**config.mk**
```make
export PLATFORM = sky130hd
export DESIGN_NAME = hash_out_serializer
export DESIGN_NICKNAME = d
export VERILOG_FILES = /design/src/rtl/hash_out_serializer_pkg.sv /design/src/rtl/hash_out_serializer_rise_detect.sv /design/src/rtl/hash_out_serializer.sv
export SDC_FILE = /design/constraint.sdc
export NUM_CORES = 1
export LEC_CHECK = 0
export BUFFER_PORTS_ARGS = -buffer_cell sky130_fd_sc_hd__buf_2
export CAP_MARGIN = 25
export CORE_MARGIN = 2
export CORE_UTILIZATION = 51
export DETAILED_ROUTE_END_ITERATION = 8
export GPL_TIMING_DRIVEN = 0
export PLACE_DENSITY = 0.89
export REMOVE_ABC_BUFFERS = 1
export SLEW_MARGIN = 0
export SYNTH_ARGS = -nofsm -noshare
export SYNTH_HDL_FRONTEND = slang
export SYNTH_HIERARCHICAL = 1
export SYNTH_SLANG_ARGS = --single-unit
```
**constraint.sdc**
```tcl
create_clock -name clk -period 1.86 [get_ports clk]
set_input_delay 0.372 -clock clk [delete_from_list [all_inputs] [get_ports clk]]
set_output_delay 0.372 -clock clk [all_outputs]
set_load 0.02 [all_outputs]
```
**src/rtl/hash_out_serializer_pkg.sv**
```systemverilog
// Shared definitions for the hash-side datapath and its FSMs.
// Holds the default digest width and the common state encoding.
package hash_out_serializer_pkg;

   // Default digest width in bits
   localparam int HASH_L = 256;

   // State encoding shared by the hash-side FSMs
   localparam logic [0:0] S_IDLE   = 1'b0;
   localparam logic [0:0] S_STREAM = 1'b1;

   typedef enum logic [0:0] {
      ST_IDLE   = S_IDLE,
      ST_STREAM = S_STREAM
   } hash_state_e;

   // Counter width for a given word count; at least one bit
   function automatic int cnt_width(input int nw);
      return (nw > 1) ? $clog2(nw) : 1;
   endfunction

endpackage

```
**src/rtl/hash_out_serializer_rise_detect.sv**
```systemverilog
// rise_detect: registered rising-edge detector on a level signal.
// Ports: clk_i, rst_ni (async, active-low), d_i level in, rise_o edge pulse.
module rise_detect (
   input  logic clk_i,
   input  logic rst_ni,
   input  logic d_i,
   output logic rise_o
);

   logic d_q;
   logic armed_q;

   // armed_q keeps the first post-reset sample from being seen as an
   // edge, so a level already high at reset release is ignored.
   always_ff @(posedge clk_i or negedge rst_ni) begin
      if (!rst_ni) begin
         d_q     <= 1'b0;
         armed_q <= 1'b0;
      end else begin
         d_q     <= d_i;
         armed_q <= 1'b1;
      end
   end

   assign rise_o = armed_q & d_i & ~d_q;

endmodule

```
**src/rtl/hash_out_serializer.sv**
```systemverilog
// Captures a voted digest on the rising edge of hash_ready and streams
// it MSW first as l/W words over valid/ready; flags dropped digests.
// Ports: clk, rst (async active-low), hash_text/hash_ready (capture in),
//   out_data/out_valid/out_last/out_ready (stream), busy,
//   overrun (sticky), clr_overrun (sync clear).
module hash_out_serializer
   import hash_out_serializer_pkg::*;
#(
   parameter int l = HASH_L,
   parameter int W = 32
) (
   input  logic         clk,
   input  logic         rst,
   input  logic [l-1:0] hash_text,
   input  logic         hash_ready,
   output logic [W-1:0] out_data,
   output logic         out_valid,
   input  logic         out_ready,
   output logic         out_last,
   output logic         busy,
   output logic         overrun,
   input  logic         clr_overrun
);

   localparam int NW = l / W;
   localparam int CW = cnt_width(NW);
   localparam logic [CW-1:0] LAST_IDX = CW'(NW - 1);

   hash_state_e  state_q, state_d;
   logic [l-1:0] sr_q, sr_d;
   logic [CW-1:0] cnt_q, cnt_d;
   logic         ovr_q, ovr_d;
   logic         cap_ev;
   logic         hs;
   logic         is_last;

   rise_detect u_rise (
      .clk_i  (clk),
      .rst_ni (rst),
      .d_i    (hash_ready),
      .rise_o (cap_ev)
   );

   assign out_valid = (state_q == ST_STREAM);
   assign busy      = out_valid;
   assign is_last   = (cnt_q == LAST_IDX);
   assign out_last  = out_valid & is_last;
   // sr is zeroed whenever idle, so out_data reads 0 outside a stream
   assign out_data  = sr_q[l-1 -: W];
   assign overrun   = ovr_q;
   assign hs        = out_valid & out_ready;

   always_comb begin
      state_d = state_q;
      sr_d    = sr_q;
      cnt_d   = cnt_q;
      ovr_d   = ovr_q;

      if (clr_overrun) begin
         ovr_d = 1'b0;
      end

      unique case (state_q)
         ST_IDLE: begin
            if (cap_ev) begin
               sr_d    = hash_text;
               cnt_d   = '0;
               state_d = ST_STREAM;
            end
         end
         ST_STREAM: begin
            if (hs && is_last) begin
               if (cap_ev) begin
                  // back-to-back: no bubble between digests
                  sr_d  = hash_text;
                  cnt_d = '0;
               end else begin
                  sr_d    = '0;
                  cnt_d   = '0;
                  state_d = ST_IDLE;
               end
            end else begin
               if (hs) begin
                  sr_d  = sr_q << W;
                  cnt_d = cnt_q + CW'(1);
               end
               // set after clear so a same-cycle event wins
               if (cap_ev) begin
                  ovr_d = 1'b1;
               end
            end
         end
      endcase
   end

   always_ff @(posedge clk or negedge rst) begin
      if (!rst) begin
         state_q <= ST_IDLE;
         sr_q    <= '0;
         cnt_q   <= '0;
         ovr_q   <= 1'b0;
      end else begin
         state_q <= state_d;
         sr_q    <= sr_d;
         cnt_q   <= cnt_d;
         ovr_q   <= ovr_d;
      end
   end

endmodule

```
==> out/metrics.yaml <==
timing:
  min_period_over_period_pct: 111
  slew_viol_final: 0
  setup_slack_ns: -0.210
  relSlewSlack_pct: 56.3
  worst_slew_pin_slew_ns: 0.655
  tns_ns: -13.45
  finClkSkew_ns: 0.0236
  setup-violations-final: 198
  finalCriticalPeriod_ns: 2.07
  finalHoldViolations: 0
  max_freq_mhz: 483
  rsz0062_at_grt: "true"
setup_path:
  crit_arrival_ns: 2.54
  endpoint_kind: "register"
  required_ns: 2.33
  criticalPathCategory: "reg2reg"
  startpoint_type: "register"
  critical_path.max_fanout: 7
job:
  cap_violations: 0
route:
  wl_per_cell_um: 30.7
  drc_errors: 0
  via_count: 15105
  firstDrtPassIters: 8
  via_per_inst: 7.07
  drt_iter0_markers: 1866
  route.antenna.remaining_nets: 0
  drt_wl_total_um: 65600
cts:
  cts_num_sinks: 263
  cts.reportedPaths.clkPinSlew_ns: 0.06
  cts_tree: "built"
  cts_made_buffers: 31
  clock_path_buffers: 3
  h-tree-depth: 1
  root_buffer: "clkbuf_16"
  clock_latency_ns: 0.57
synth:
  synth_most_common_cell: "dfrtp_1"
  synth_top_flop_cell: "dfrtp_1"
  synth_area_leader_cell: "dfrtp_1"
  netlist_instances: 1439
  synth_top_family_by_area: "compound AO/OA/AOI/OAI gates"
  yosys.area_share.simple_pct: 0.946
  synth_fa_ha_area_share_pct: 0.165
  ys_types: 28
  synth_compound_area_share_pct: 46.0
  synth_warnings: 6
  synth_edf_count: 0
  syn_area_mm2: 0.0152
  synth-xor-area-share_pct: 0
  seq_area_frac_synth_pct: 43.3
  synth_common_cells: "263 x dfrtp_1, 252 x a21oi_1, 222 x o21ai_0"
  synth_area_leaders: "dfrtp_1 43%, a211oi_2 16%, a21oi_2 11%"
  synth-seq-cells: 263
  avgSynthCellArea_um2: 10.6
  synth_mux_area_share_pct: 0.148
  netlist.area_leader.share_pct: 43.3
  async_flop_share_pct: 100
floorplanning:
  rows: 63
  boundaryPins: 297
  core-area_mm2: 0.0295
  die_h_um: 177
  floorplan.initialDensity_pct: 51.6
  die_x_um: 177
  die_area_mm2: 0.0312
power_and_ir_drop:
  power.leakage_nw: 8.06
  powerDensity_mw_per_mm2: 1480
  combPwrFrac_pct: 49.2
  switching_share_pct: 41.8
  p_int_w: 0.0180
  seqPwrFrac_pct: 31.6
  vdd_drop_max_mv: 1.45
  pwr-share-clk_pct: 19.2
  p_switching_w: 0.0129
finish:
  nNetsFinal: 1976
  fillers: 1915
  drive_gt1_share_pct: 60.6
  fin_area_mm2: 0.0209
  post-route-util_pct: 70.9
  syn_to_final_growth_pct: 37.4
global_route:
  grt_overflow_total: 0
  grt_pass1_wl_um: 77600
  track_usage_pct: 31.3
  grt_max_degree: 119
  grt_pass1_vias: 13972
  antenna_found_initial: 14
worst_hold_path:
  hold_path.class: "in2reg"
placed_design:
  placedInstanceArea_mm2: 0.0164
  place_congestion: 0.769
  port_buffers: 296
  hpwl_um: 24400
status:
  violations: "setup timing"
  status: "finished, violations left"
## cells by family (layout without fill, tap and decap cells)
| group | count (synthesis) | after routing |
|---|---|---|
| AO/OA/AOI/OAI | 925 | 925 |
| adder cells (fa/ha/maj) | 2 | 2 |
| buffers and inverters | 220 | 500 |
| flip-flops | 263 | 263 |
| multiplexers | 2 | 2 |
| other | 1 | 13 |
| AND/OR/NAND/NOR | 26 | 40 |
## critical path, cell delays in order (launching register included)
cell	delay [ns]
dfrtp_1	0.39
ha_2	0.21
ha_4	0.18
buf_4	0.16
nand2b_4	0.22
buf_12	0.18
buf_6	0.14
o21ai_0	0.18
a211oi_2	0.29
## final timing paths
path	depth (start not counted)	to	start	slack (ns)
setup / recovery	8	sr_q[172]	cnt_q[1]	-0.21
hold / removal	2	sr_q[18]	hash_text[18]	0.02
setup reg to reg	8	sr_q[172]	cnt_q[1]	-0.21
hold reg to reg	1	sr_q[25]	sr_q[25]	0.51
max in group asynchronous	4	sr_q[65]	rst	0.34
min in group asynchronous	2	sr_q[252]	rst	0.32
## area by class of cell
type                    instances  area (um^2)  area share, %
flip-flops and latches        263         6590           31.5
multi-input cells             970         8320           39.8
repair buffers                445         4500           21.6
clock buffers                  48          900           4.31
diodes                         12         30.0          0.144
well taps                     390          488           2.34
clock inverters                 5         57.6          0.275
inverters                       2         7.51         0.0359
## layer usage
layer	routed length [um]	vias to the layer above	GRT usage, %	part of all wire (%)
met5	32	-	0	0.049
met4	4940	4	14.8	7.5
met3	7670	408	6.89	12
met2	29900	1297	51.0	46
met1	23100	7404	39.8	35
li1	-	5992	-	-
## placed cells by master (no fill, tap or decap), drive strengths merged, types with 3 or more instances in the layout
cell,synthesis,final
o221a,3,3
dlygate4sd3,0,3
a211oi,221,221
clkinvlp,0,3
nand2,4,4
dfrtp,263,263
o21ai,222,222
clkbuf,43,86
and2,3,6
diode,0,12
buf,175,402
a22o,35,35
a21oi,442,442
or2,2,3
nand3,7,11
nand2b,6,12
## flip-flops by register name, summed over array words and instances, names as in the netlist
register,flops
overrun,1
u_rise/d_q,1
busy,1
sr_q,256
cnt_q,3
u_rise/armed_q,1
## per-stage QoR
step           hold slack, ns  setup WS, ns  instances  total power (W)
5_1_grt                0.0236        -0.209       2130           0.0320
4_1_cts                0.0168        -0.112       2044           0.0280
3_5_place_dp            0.322         -1.35       1929           0.0207
2_1_floorplan          0.0764         -8.24       1221           0.0155
6_report               0.0227        -0.210       2135           0.0309
3_3_place_gp            0.482        -16.25       1907           0.0172
## power by group through the flow
stage	registers (W)	logic, W	clock network (W)
6_report	0.00977	0.0152	0.00595
5_1_grt	0.00992	0.0159	0.00618
4_1_cts	0.00947	0.0127	0.00588
3_5_place_dp	0.00949	0.0112	0
3_3_place_gp	0.00926	0.00797	0
2_1_floorplan	0.00927	0.00621	0
## what timing repair did
action,CTS,global route
gates cloned,26,58
buffers inserted,33,22
hold buffers,3,0
pin swaps,15,127
gates resized for setup,119,323
endpoints found under the hold margin,54,0
setup endpoints to repair,259,341
(Power assumes the default switching activity.)
